## src/rtl/output_argmax_tracker.sv

```systemverilog
// Streaming argmax over N signed activations delivered Z per beat, with an
// ideal-label check against a one-hot y vector and a windowed accuracy count.
module output_argmax_tracker #(
  parameter int width    = 10,
  parameter int N        = 16,
  parameter int Z        = 1,
  parameter int TIE_MODE = 0,
  parameter int WIN      = 100
) (
  input  logic                       clk,
  input  logic                       reset,
  input  logic                       act_valid,
  input  logic [width*Z-1:0]         act_in,
  input  logic [Z-1:0]               y_in,
  input  logic                       abort,
  output logic [N-1:0]               a_out_alln,
  output logic [$clog2(N)-1:0]       max_pos,
  output logic                       result_valid,
  output logic                       correct,
  output logic                       y_err,
  output logic [$clog2(WIN+1)-1:0]   acc_count,
  output logic                       acc_valid
);

  localparam int BEATS = N / Z;
  localparam int CW    = (BEATS > 1) ? $clog2(BEATS) : 1;
  localparam int PW    = $clog2(N);
  localparam int AW    = $clog2(WIN + 1);
  localparam logic signed [width-1:0] MOST_NEG = {1'b1, {(width-1){1'b0}}};

  logic [CW-1:0]             beat_reg;
  logic signed [width-1:0]   run_max_reg;
  logic [PW-1:0]             run_pos_reg;
  logic [PW-1:0]             y_pos_reg;
  logic [1:0]                y_cnt_reg;
  logic [AW-1:0]             win_cnt_reg;
  logic [AW-1:0]             corr_cnt_reg;

  logic signed [width-1:0]   lane_val [Z];

  genvar gi;
  generate
    for (gi = 0; gi < Z; gi++) begin : g_lane
      assign lane_val[gi] = act_in[width*gi +: width];
    end
  endgenerate

  logic signed [width-1:0]   beat_max;
  logic [PW-1:0]             beat_lane;
  logic [PW-1:0]             beat_base;
  logic [1:0]                y_beat_cnt;
  logic [PW-1:0]             y_beat_lane;
  logic                      take;
  logic signed [width-1:0]   fold_max;
  logic [PW-1:0]             fold_pos;
  logic [2:0]                y_sum;
  logic [1:0]                fold_y_cnt;
  logic [PW-1:0]             fold_y_pos;
  logic                      last_beat;
  logic                      finish;
  logic                      fold_correct;

  always_comb begin
    beat_max    = lane_val[0];
    beat_lane   = '0;
    y_beat_cnt  = 2'd0;
    y_beat_lane = '0;
    // Lane 0 seeds the beat max; later lanes win on > or >= by tie rule.
    for (int k = 1; k < Z; k++) begin
      if ((TIE_MODE != 0) ? (lane_val[k] >= beat_max) : (lane_val[k] > beat_max)) begin
        beat_max  = lane_val[k];
        beat_lane = PW'(k);
      end
    end
    for (int k = 0; k < Z; k++) begin
      if (y_in[k]) begin
        if (y_beat_cnt != 2'd2) y_beat_cnt = y_beat_cnt + 2'd1;
        y_beat_lane = PW'(k);
      end
    end
  end

  assign beat_base    = PW'(int'(beat_reg) * Z);
  assign take         = (TIE_MODE != 0) ? (beat_max >= run_max_reg) : (beat_max > run_max_reg);
  assign fold_max     = take ? beat_max : run_max_reg;
  assign fold_pos     = take ? (beat_base + beat_lane) : run_pos_reg;
  assign y_sum        = {1'b0, y_cnt_reg} + {1'b0, y_beat_cnt};
  assign fold_y_cnt   = (y_sum >= 3'd2) ? 2'd2 : y_sum[1:0];
  assign fold_y_pos   = (y_beat_cnt != 2'd0) ? (beat_base + y_beat_lane) : y_pos_reg;
  assign last_beat    = (beat_reg == CW'(BEATS - 1));
  assign finish       = act_valid && !abort && last_beat;
  assign fold_correct = (fold_y_cnt == 2'd1) && (fold_y_pos == fold_pos);

  // Running state: re-seeded on abort and on the final beat so samples can abut.
  always_ff @(posedge clk or posedge reset) begin
    if (reset) begin
      beat_reg    <= '0;
      run_max_reg <= MOST_NEG;
      run_pos_reg <= '0;
      y_pos_reg   <= '0;
      y_cnt_reg   <= 2'd0;
    end else if (abort || finish) begin
      beat_reg    <= '0;
      run_max_reg <= MOST_NEG;
      run_pos_reg <= '0;
      y_pos_reg   <= '0;
      y_cnt_reg   <= 2'd0;
    end else if (act_valid) begin
      beat_reg    <= beat_reg + CW'(1);
      run_max_reg <= fold_max;
      run_pos_reg <= fold_pos;
      y_pos_reg   <= fold_y_pos;
      y_cnt_reg   <= fold_y_cnt;
    end
  end

  always_ff @(posedge clk or posedge reset) begin
    if (reset) begin
      a_out_alln   <= '0;
      max_pos      <= '0;
      result_valid <= 1'b0;
      correct      <= 1'b0;
      y_err        <= 1'b0;
      acc_count    <= '0;
      acc_valid    <= 1'b0;
      win_cnt_reg  <= '0;
      corr_cnt_reg <= '0;
    end else begin
      result_valid <= finish;
      acc_valid    <= 1'b0;
      if (finish) begin
        a_out_alln <= {{(N-1){1'b0}}, 1'b1} << fold_pos;
        max_pos    <= fold_pos;
        correct    <= fold_correct;
        y_err      <= (fold_y_cnt != 2'd1);
        if (win_cnt_reg == AW'(WIN - 1)) begin
          acc_count    <= corr_cnt_reg + AW'(fold_correct);
          acc_valid    <= 1'b1;
          win_cnt_reg  <= '0;
          corr_cnt_reg <= '0;
        end else begin
          win_cnt_reg  <= win_cnt_reg + AW'(1);
          corr_cnt_reg <= corr_cnt_reg + AW'(fold_correct);
        end
      end
    end
  end

endmodule

```

## config.mk

```make
export PLATFORM = sky130hd
export DESIGN_NAME = output_argmax_tracker
export DESIGN_NICKNAME = d
export VERILOG_FILES = /design/src/rtl/output_argmax_tracker.sv
export SDC_FILE = /design/constraint.sdc
export NUM_CORES = 1
export LEC_CHECK = 0
export BUFFER_PORTS_ARGS = -buffer_cell sky130_fd_sc_hd__buf_2
export CORE_ASPECT_RATIO = 2
export CORE_MARGIN = 2
export CORE_UTILIZATION = 45
export CTS_CLUSTER_DIAMETER = 150
export DETAILED_ROUTE_END_ITERATION = 8
export PLACE_DENSITY = 0.63
export SYNTH_ARGS = -nofsm -noshare
export SYNTH_HDL_FRONTEND = slang
export SYNTH_SLANG_ARGS = --single-unit
```

## constraint.sdc

```tcl
create_clock -name clk -period 4.9 [get_ports clk]
set_input_delay 0.245 -clock clk [delete_from_list [all_inputs] [get_ports clk]]
set_output_delay 0.245 -clock clk [all_outputs]
set_load 0.05 [all_outputs]
```

==> results of run 1 <==
-- placed cells by master (no fill, tap or decap), types with 6 or more instances in the layout --
master     instances
a21oi_1           11
a22o_1            25
buf_2             45
clkbuf_16          9
dfrtp_1           68
ha_1              16
inv_1             19
nand2_1           43
nand3_1            7
nor2_1            21
o21a_1             6
o21ai_0           28
or3_1              6
xnor2_1           10
-- logic make-up (layout without fill, tap and decap cells) --
logic type / count (synthesis) / after routing / share of synthesized area, %
DFF: 69 / 69 / 48.70
muxes: 3 / 3 / 0.9168
AOI/OAI and AO/OA: 105 / 105 / 21.16
and+or+nand+nor: 110 / 110 / 15.20
buffers and inverters: 40 / 84 / 4.689
adders and majority gates: 16 / 16 / 5.642
xor gates and xnor gates: 15 / 15 / 3.702
-- routing by layer --
metal | global-route usage [%] | part of all wire [%] | wire length (um) | up-vias
met5 | 0 | 0 | 0 | -
met4 | 8.163 | 1.8 | 147 | 0
met3 | 4.774 | 3.5 | 295 | 11
met2 | 37.41 | 54 | 4531 | 69
met1 | 22.50 | 41 | 3392 | 1404
li1 | - | - | - | 1365
-- synth_stat cells, drive strengths merged, types with 3 or more instances --
cell,number
nor2,21
clkbuf,11
o21ai,34
nor2b,4
dfrtp,68
or3,7
nand2b,4
xnor2,10
a22o,25
and2,3
ha,16
a31oi,4
nand4,6
a32o,5
inv,20
nand3,7
buf,9
nor3,5
o31ai,4
a22oi,3
o21a,6
nand2,43
xor2,5
a21oi,12
-- worst register-to-register path, cell delays in order, from the launching register on --
cell       delay (ns)
dfstp_2          0.52
inv_1            0.04
ha_1             0.40
nand4_2          0.18
a211o_1          0.27
o2111ai_2        0.12
o21a_1           0.47
a221o_1          0.23
a211oi_1         0.08
nor4b_1          0.34
ha_1             0.23
ha_1             0.22
and3_1           0.26
nand3_1          0.14
nor2b_1          0.15
o21ai_0          0.19
o31ai_1          0.10
-- worst min path at each step --
stage / startpoint / to / slack, ns / cells after the start
after global placement: a_out_alln[7] / a_out_alln[7] / 0.46 / 2
after detailed placement: a_out_alln[6] / a_out_alln[6] / 0.47 / 2
after global routing: act_in[5] / run_max_reg[5] / 0.15 / 2
after floorplan: abort / beat_reg[2] / 0.31 / 1
after CTS: abort / beat_reg[2] / 0.15 / 2
final: reset / result_valid / 0.15 / 3
-- through the flow --
step | hold WS, ns | area [sq um] | cells
after floorplan | 0.3114 | 3548 | 358
after global placement | 0.4627 | 3822 | 480
after detailed placement | 0.4695 | 3822 | 480
after CTS | 0.1463 | 4183 | 496
after global routing | 0.1501 | 4183 | 496
final | 0.1523 | 4183 | 496
-- power groups by stage --
stage | clock (W) | combinational [W] | sequential [W]
2_1_floorplan | 0 | 0.000176 | 0.000602
3_3_place_gp | 0 | 0.000208 | 0.000610
3_5_place_dp | 0 | 0.000212 | 0.000611
4_1_cts | 0.000786 | 0.000213 | 0.000601
5_1_grt | 0.000814 | 0.000235 | 0.000603
6_report | 0.000778 | 0.000211 | 0.000602
-- final cells by class --
type	count	area share (%)
clock buffer	13	6.461
clock inverter	3	2.154
inverter	20	1.795
multi-input combinational	249	39.55
sequential	69	41.31
tap	94	2.812
timing repair buffer	48	5.923
==> key figures, run 1 <==
Timing
  – Measured slew at the worst slew-check pin: 0.9699 ns
  – Setup Skew: 0.005620 ns
  – Fin. Hold Viols: 0
  – Minimum clock period: 4.068 ns
  – Setup_tns: 0 ns
  – RSZ-0062 raised after global routing: false
  – Final count of negative-setup-slack endpoints: 0
  – Max Slew Vio Count: 0
  – Achievable Freq: 245.8 MHz
  – Period utilization: 83.02%
  – Setup ws final: 0.8320 ns
  – Slew margin rel.: 35.10%

Worst setup path
  – Crit. Startpoint: run_max_reg[9]
  – CP cell instances: inv_1 -> ha_1 -> nand4_2 -> a211o_1 -> o2111ai_2 -> o21a_1 -> a221o_1 -> a211oi_1 -> nor4b_1 -> ha_1 -> ha_1 -> and3_1 -> nand3_1 -> nor2b_1 -> o21ai_0 -> o31ai_1
  – Reg2Reg Depth: 16
  – Slowest cell delay on critical path: 0.52 ns
  – R2R Path Start: run_max_reg[9]
  – Worst setup EP type: flop
  – Data arrival, critical path: 4.28 ns
  – CP Buf/Inv Count: 1
  – R2R setup slack: 0.83 ns
  – Required @ worst endpoint: 5.11 ns
  – Cell mode on critical path: ha_1
  – Crit path max-delay family: compound AO/OA/AOI/OAI gates
  – Crit start category: flop
  – Critical Path Slowest Stage Cell: dfstp_2
  – Logic depth of the worst setup path including buffers: 16
  – CP Max Fanout: 16
  – FF-to-FF End: corr_cnt_reg[6]
  – Worst Setup EP: corr_cnt_reg[6]
  – Critical path class: reg2reg

Routing
  – Routed wire per std cell: 16.87 um
  – Via density per instance: 5.744
  – Routed WL: 8366 um
  – Pre-antenna DRT Iters: 4
  – DRC Markers: 0
  – Post-route ant nets: 0
  – Via count: 2849
  – Initial DRC Count: 215

Finish
  – Filler Cell Count: 670
  – Share of cells above drive strength 1: 18.41%
  – Final core utilization: 55.03%
  – Final #Nets: 428
  – Number of flip-flops in the largest register: 16
  – ANT cells: 0
  – Syn-to-layout area delta: 17.88%
  – Reg area: 0.001728 sq mm
  – Area of the multi-input gates: 0.001654 sq mm

Power and ir drop
  – Switching power: 0.0003913 W
  – Combinational fraction of design power: 13.2%
  – Max IR drop VDD: 243.4 uV
  – Final Total Pwr: 0.001590 W
  – Internal: 0.001199 W
  – Power per Cell Area: 380.2 mW/mm^2
  – Reg power frac: 37.8%
  – Switch share: 24.61%
  – Clock group share of total power: 48.9%
  – P_leak: 1.989 nW

Synthesis
  – Synthesized net count: 389
  – Mapped Cells: 358
  – Post-synth EDFFs: 0
  – Area contributors post-synth: dfrtp_1 48%, a22o_1 6.2%, ha_1 5.6%
  – Post-synth top area share: 47.95%
  – Unique cell type count in the Yosys netlist: 54
  – Post-synthesis sequential area ratio: 48.70%
  – Post-Syn Area per Cell: 9.912 sq um
  – Top FF cell, synth: dfrtp_1
  – Post-synthesis async set-or-reset flop share: 100.0%
  – Area leader, netlist: dfrtp_1
  – Synthesized area: 0.003548 sq mm
  – Ys Warns: 0
  – Post-synthesis register bit count: 69

Floorplanning
  – Io pins: 46
  – Row count: 45
  – Die Width: 66.79 um
  – Starting Density: 46.68%
  – Die Ht: 129.6 um
  – Core area: 0.007601 sq mm
  – DIE AREA: 0.008655 sq mm

Placed design
  – # port buffers: 45
  – HPWL after detailed placement: 5933 um
  – Placer Congestion: 0.7911
  – Place WS: 0.8616 ns

Hold path
  – Min-delay worst type: in2async

Clock tree
  – Clock Pin Slew Worst Setup and Hold Paths: 0.06 ns
  – Count of hold-fix buffers inserted at cts: 0
  – CTS tree: built
  – CTS root buf: clkbuf_16
  – CTS Buf Count: 9
  – Worst-Skew Late Latency: 0.33 ns
  – Clock sinks: 69
  – Post-CTS Setup Inserts: 0
  – H-tree depth: 3
  – Cts repair resizes: 0
  – Clock Path Buffers: 2

Outcome
  – Status: finished clean

GRT
  – Number of global-route vias before repair: 2712
  – Largest net degree at the start of global routing: 70
  – Initial antenna violation count: 0
  – Gr usage total: 20.61%
  – Congestion Overflow GR: 0
  – First-pass GRT wire length: 13380 um

Flow run
  – Max Cap Viol: 0
No activity file was read; power rests on OpenSTA's default activity.
==> inputs of run 2 (changes only) <==
==> constraint.sdc (replaced) <==
create_clock -name clk -period 3.9 [get_ports clk]
set_input_delay 0.195 -clock clk [delete_from_list [all_inputs] [get_ports clk]]
set_output_delay 0.195 -clock clk [all_outputs]
set_load 0.05 [all_outputs]
==> run 2 against run 1 <==
Effect of this change: sequential cell count did not move; final cell count rose by 0.60%; sequential power rose by 25%; clock-buffer cell count fell by 3; clock skew fell by 0.00072 ns; die area did not move; hold slack got worse by 0.098 ns; non-clock buffer count rose by 4; combinational power rose by 37%; sequential share of layout area fell by 0.18 points.
==> key figures, run 2 (same netlist as run 1, synthesis figures left out) <==
Worst setup path
  – Reg2Reg Depth: 16 (unchanged)
  – Worst setup EP type: flop
  – Critical path class: reg2reg
  – Crit start category: flop
  – Required @ worst endpoint: 4.12 ns (-0.99 ns)
  – CP Max Fanout: 7 (-9)
  – R2R setup slack: 0.27 ns (-0.56 ns)
  – Data arrival, critical path: 3.84 ns (-0.44 ns)

GRT
  – Congestion Overflow GR: 0 (unchanged)
  – Initial antenna violation count: 0 (unchanged)
  – Number of global-route vias before repair: 2935 (+8.2%)
  – Largest net degree at the start of global routing: 45 (-36%)
  – First-pass GRT wire length: 14340 um (+7.2%)
  – Gr usage total: 22.34% (+1.7 points)

Finish
  – Finished Cell Area: 0.004202 sq mm (+0.45%)
  – Final #Nets: 432 (+0.93%)
  – Most common cell after layout, fill and taps aside: dfrtp_1
  – Share of cells above drive strength 1: 20.25% (+1.8 points)
  – Syn-to-layout area delta: 18.41%
  – ANT cells: 0 (unchanged)
  – Number of flip-flops in the largest register: 16 (unchanged)
  – Most frequent cells in the layout: 68 x dfrtp_1, 45 x buf_2, 43 x nand2_1
  – Filler Cell Count: 713 (+6.4%)
  – Final Non-Filler Cells: 499 (+0.60%)

Routing
  – Routed wire per std cell: 17.05 um (+1.1%)
  – Initial DRC Count: 125 (-42%)
  – Pre-antenna DRT Iters: 4 (unchanged)
  – Via density per instance: 5.691 (-0.92%)
  – Routed WL: 8508 um (+1.7%)
  – Post-route ant nets: 0 (unchanged)
  – Via count: 2840 (-0.32%)
  – DRC Markers: 0 (unchanged)

Power and ir drop
  – Switch share: 25.14% (+0.54 points)
  – Clock group share of total power: 46.6% (-2.3 points)
  – Final Total Pwr: 0.001953 W (+23%)
  – Combinational fraction of design power: 14.9% (+1.7 points)
  – P_leak: 2.004 nW (+0.76%)
  – Switching power: 0.0004910 W (+25%)
  – Max IR drop VDD: 339.0 uV (+39%)
  – Power per Cell Area: 464.8 mW/mm^2 (+22%)
  – Internal: 0.001462 W (+22%)
  – Reg power frac: 38.5% (+0.7 points)

Timing
  – Measured slew at the worst slew-check pin: 1.056 ns (+0.08564 ns)
  – Minimum clock period: 3.629 ns (-0.4393 ns)
  – Period utilization: 93.04% (+10 points)
  – Max Slew Vio Count: 0 (unchanged)
  – Setup Skew: 0.004897 ns (-0.0007232 ns)
  – Achievable Freq: 275.6 MHz (+12%)
  – Slew margin rel.: 29.37% (-5.7 points)
  – Setup_tns: 0 ns (unchanged)
  – Fin. Hold Viols: 0 (unchanged)
  – RSZ-0062 raised after global routing: false
  – Final count of negative-setup-slack endpoints: 0 (unchanged)

Floorplanning
  – Starting Density: 46.68% (unchanged)
  – Die Ht: 129.6 um (unchanged)
  – Core area: 0.007601 sq mm (unchanged)
  – DIE AREA: 0.008655 sq mm (unchanged)
  – Row count: 45 (unchanged)
  – Io pins: 46 (unchanged)
  – Die Width: 66.79 um (unchanged)

Clock tree
  – Clock Path Buffers: 2 (unchanged)
  – Clock Pin Slew Worst Setup and Hold Paths: 0.05 ns (about the same)
  – Post-CTS Setup Inserts: 0 (unchanged)
  – CTS Buf Count: 9 (unchanged)
  – CTS root buf: clkbuf_16
  – H-tree depth: 3 (unchanged)
  – Clock sinks: 69 (unchanged)
  – Worst-Skew Late Latency: 0.34 ns (about the same)
  – CTS tree: built

Placed design
  – HPWL after detailed placement: 6236 um (+5.1%)
  – Placed insts: 484 (+0.83%)
  – Placer Congestion: 0.8295 (+4.9%)
  – Placed Area: 0.003852 sq mm (+0.79%)
  – # port buffers: 45 (unchanged)

Hold path
  – Min-delay worst type: in2async

Flow run
  – Max Cap Viol: 0 (unchanged)

Outcome
  – Status: finished clean
==> run 2: changes by cell type in the layout (fill, tap and decap cells not counted), moves of 2 or more <==
cell      delta
clkinv_2     +2
buf_4        +4
clkbuf_8     -3
ha_2         +2
ha_1         -2
==> run 2: worst paths after layout <==
check / startpoint / endpoint
worst max-delay path: run_max_reg[9] / corr_cnt_reg[6]
worst min-delay path: reset / win_cnt_reg[3]
worst max register to register: run_max_reg[9] / corr_cnt_reg[6]
worst min register to register: y_cnt_reg[1] / y_cnt_reg[1]
max in group asynchronous: reset / a_out_alln[8]
min in group clk: act_in[5] / run_max_reg[5]
==> run 2: final cells by class <==
cell class | count | area (sq um) | share of cell area (%)
clock inverter | 5 | 100.1 | 2.382
clock buffer | 10 | 229.0 | 5.450
sequential | 69 | 1728 | 41.13
timing repair buffer | 52 | 277.8 | 6.611
multi-input combinational | 249 | 1674 | 39.85
inverter | 20 | 75.07 | 1.787
tap | 94 | 117.6 | 2.799
==> run 2: metrics by stage <==
stage	worst slack (ns)	util (%)	hold WS (ns)
finish	0.2714	55.28	0.05439
global route	0.003473	55.28	0.1064
global placement	0.2921	50.68	0.4297
CTS	0.1078	55.01	0.09219
detailed placement	0.1198	50.68	0.4406
floorplan	0.4551	-	0.2614
==> run 2: critical path, cell delays in order (launching register included) <==
cell and delay (ns):
dfstp_2 0.52, inv_1 0.04, ha_2 0.39, nand4_2 0.18, a211o_1 0.28, o2111ai_2 0.12, o21a_2 0.24, a221o_1 0.16
a211oi_1 0.10, nor4b_2 0.30, ha_1 0.22, ha_2 0.22, and3_2 0.23, nand3_1 0.13, nor2b_1 0.15, o21ai_0 0.14
o31ai_1 0.09
==> run 2: what timing repair did <==
| item | in CTS | in global routing |
|---|---|---|
| endpoints found under the setup margin | 0 | 2 |
| hold buffers | 0 | 0 |
| resized for setup | 0 | 6 |
==> run 2: power groups by stage <==
stage	Clock (W)	Sequential, W	Combinational [W]
finish	0.000910	0.000753	0.000290
global route	0.000954	0.000755	0.000325
CTS	0.000925	0.000752	0.000285
detailed placement	0	0.000765	0.000283
global placement	0	0.000764	0.000277
floorplan	0	0.000757	0.000221
==> run 2: routing by layer <==
| metal | global-route usage, % | up-vias | share of wire (%) |
|---|---|---|---|
| met5 | 0 | - | 0 |
| met4 | 10.44 | 0 | 2.8 |
| met3 | 4.514 | 16 | 2.8 |
| met2 | 40.59 | 64 | 55 |
| met1 | 24.03 | 1390 | 39 |
| li1 | - | 1370 | - |
==> inputs of run 3 (changes only) <==
--- a/config.mk
+++ b/config.mk
@@ -8,10 +8,10 @@
 export BUFFER_PORTS_ARGS = -buffer_cell sky130_fd_sc_hd__buf_2
 export CORE_ASPECT_RATIO = 2
 export CORE_MARGIN = 2
-export CORE_UTILIZATION = 45
+export CORE_UTILIZATION = 35
 export CTS_CLUSTER_DIAMETER = 150
 export DETAILED_ROUTE_END_ITERATION = 8
-export PLACE_DENSITY = 0.63
+export PLACE_DENSITY = 0.51
 export SYNTH_ARGS = -nofsm -noshare
 export SYNTH_HDL_FRONTEND = slang
 export SYNTH_SLANG_ARGS = --single-unit
==> run 3 against run 2 <==
Effect of this change: final area increased by 1.4%; clock power is 10% lower; non-clock buffer count grew 4; register-to-register slack improved by 0.08 ns; sequential share of layout area fell by 0.56 points; fmax up 2.3%; clock skew grew 0.0014 ns; sequential cell count did not move; critical path type unchanged; critical endpoint unchanged; largest cell class unchanged.
==> key figures, run 3 (same netlist as run 1, synthesis figures left out) <==
Routing
  – Post-route ant nets: 0 (unchanged)
  – Via count: 2840 (unchanged)
  – Pre-antenna DRT Iters: 4 (unchanged)
  – DRC Markers: 0 (unchanged)
  – Routed wire per std cell: 16.10 um (-5.6%)
  – Initial DRC Count: 139 (+11%)
  – Via density per instance: 5.221 (-8.3%)
  – Routed WL: 8756 um (+2.9%)

Worst setup path
  – Crit start category: flop
  – Critical Path Slowest Stage Cell: dfstp_2
  – Slowest cell delay on critical path: 0.52 ns (about the same)
  – Required @ worst endpoint: 4.11 ns (about the same)
  – Reg2Reg Depth: 16 (unchanged)
  – Data arrival, critical path: 3.75 ns (-0.09 ns)
  – Logic depth of the worst setup path including buffers: 16 (unchanged)
  – CP Max Fanout: 6 (-1)
  – Cell mode on critical path: ha_1
  – CP Buf/Inv Count: 1 (unchanged)
  – Crit path max-delay family: compound AO/OA/AOI/OAI gates
  – CP cell instances: inv_1 -> ha_1 -> nand4_2 -> a211o_1 -> o2111ai_2 -> o21a_2 -> a221o_1 -> a211oi_1 -> nor4b_2 -> ha_1 -> ha_1 -> and3_4 -> nand3_1 -> nor2b_1 -> o21ai_0 -> o31ai_1
  – Worst setup EP type: flop
  – Critical path class: reg2reg

Finish
  – Most common cell after layout, fill and taps aside: dfrtp_1
  – Final Non-Filler Cells: 544 (+9.0%)
  – Number of flip-flops in the largest register: 16 (unchanged)
  – ANT cells: 0 (unchanged)
  – Most frequent cells in the layout: 68 x dfrtp_1, 45 x buf_2, 43 x nand2_1
  – Syn-to-layout area delta: 20.03%
  – Final core utilization: 42.51% (-13 points)
  – Final #Nets: 436 (+0.93%)
  – Share of cells above drive strength 1: 21.03% (+0.78 points)

Power and ir drop
  – P_leak: 2.013 nW (+0.46%)
  – Max IR drop VDD: 243.0 uV (-28%)
  – Power per Cell Area: 438.9 mW/mm^2 (-5.6%)

Floorplanning
  – Io pins: 46 (unchanged)
  – Die Ht: 146.4 um (+13%)
  – DIE AREA: 0.01101 sq mm (+27%)
  – Row count: 52 (+16%)
  – Die Width: 75.20 um (+13%)
  – Core area: 0.01002 sq mm (+32%)
  – Starting Density: 35.41% (-11 points)

Timing
  – Measured slew at the worst slew-check pin: 1.018 ns (-0.03714 ns)
  – Slew margin rel.: 32.01% (+2.6 points)
  – Max Slew Vio Count: 0 (unchanged)
  – Setup Skew: 0.006273 ns (+0.001376 ns)
  – Period utilization: 90.92% (-2.1 points)
  – Minimum clock period: 3.546 ns (-0.08269 ns)
  – Final count of negative-setup-slack endpoints: 0 (unchanged)
  – RSZ-0062 raised after global routing: false
  – Achievable Freq: 282.0 MHz (+2.3%)
  – Fin. Hold Viols: 0 (unchanged)
  – Setup_tns: 0 ns (unchanged)

Clock tree
  – Clock sinks: 69 (unchanged)
  – Clock Path Buffers: 2 (unchanged)
  – Count of hold-fix buffers inserted at cts: 0 (unchanged)
  – Worst-Skew Late Latency: 0.33 ns (about the same)
  – CTS root buf: clkbuf_16
  – CTS tree: built
  – CTS Buf Count: 9 (unchanged)
  – H-tree depth: 3 (unchanged)
  – Clock Pin Slew Worst Setup and Hold Paths: 0.06 ns (about the same)

GRT
  – Largest net degree at the start of global routing: 49 (+8.9%)
  – First-pass GRT wire length: 14720 um (+2.6%)
  – Gr usage total: 17.50% (-4.8 points)
  – Initial antenna violation count: 0 (unchanged)
  – Number of global-route vias before repair: 2909 (-0.89%)
  – Congestion Overflow GR: 0 (unchanged)

Flow run
  – Max Cap Viol: 0 (unchanged)

Hold path
  – Hold depth: 2
  – Min-delay worst type: in2reg

Outcome
  – Status: finished clean

Placed design
  – Placer Congestion: 0.7920 (-4.5%)
  – HPWL after detailed placement: 6506 um (+4.3%)
  – Placed insts: 528 (+9.1%)
  – # port buffers: 45 (unchanged)
## run 3: layout make-up
cell class	instances	area [sq um]
well taps	135	168.9
fillers	1051	5761
clock inverters	4	47.55
flip-flops and latches	69	1728
inverters	20	75.07
repair buffers	56	307.8
multi-input cells	249	1679
clock buffers	11	252.7
## run 3: what timing repair did
action	4_1_cts	5_1_grt
endpoints found under the setup margin	0	2
gates resized for setup	0	5
hold endpoints to repair	0	0
setup buffers	0	1
## run 3: per-layer routing
metal | share of wire, % | global-route usage, % | vias to the layer above
met1 | 40 | 20.75 | 1379
met5 | 0 | 0 | -
met4 | 3.4 | 9.298 | 0
met2 | 55 | 29.30 | 63
li1 | - | - | 1377
met3 | 2.2 | 2.692 | 21
## run 3: power breakdown
| part | internal [W] | leakage, nW | switching [W] |
|---|---|---|---|
| clock network | 0.000523 | 0.147 | 0.000293 |
| logic | 0.000116 | 0.912 | 0.000184 |
| registers | 0.000736 | 0.954 | 0.0000161 |
## run 3: final timing paths
| kind | to | slack, ns | start |
|---|---|---|---|
| setup reg to reg | corr_cnt_reg[6] | 0.35 | run_max_reg[9] |
| hold / removal | run_max_reg[1] | 0.10 | act_in[1] |
| min in group asynchronous | run_max_reg[3] | 0.11 | reset |
| max in group asynchronous | corr_cnt_reg[3] | 2.91 | reset |
| hold reg to reg | a_out_alln[6] | 0.48 | a_out_alln[6] |
| setup / recovery | corr_cnt_reg[6] | 0.35 | run_max_reg[9] |
## run 3: through the flow
step	total power [W]	area, sq um	hold slack (ns)	worst slack, ns
final	0.001869	4259	0.1020	0.3540
after global routing	0.001965	4259	0.1043	0.01425
after CTS	0.001884	4227	0.09645	0.2262
after detailed placement	0.001057	3926	0.4470	0.2387
after global placement	0.001053	3926	0.4349	0.3723
after floorplan	0.0009781	3548	0.2614	0.4551
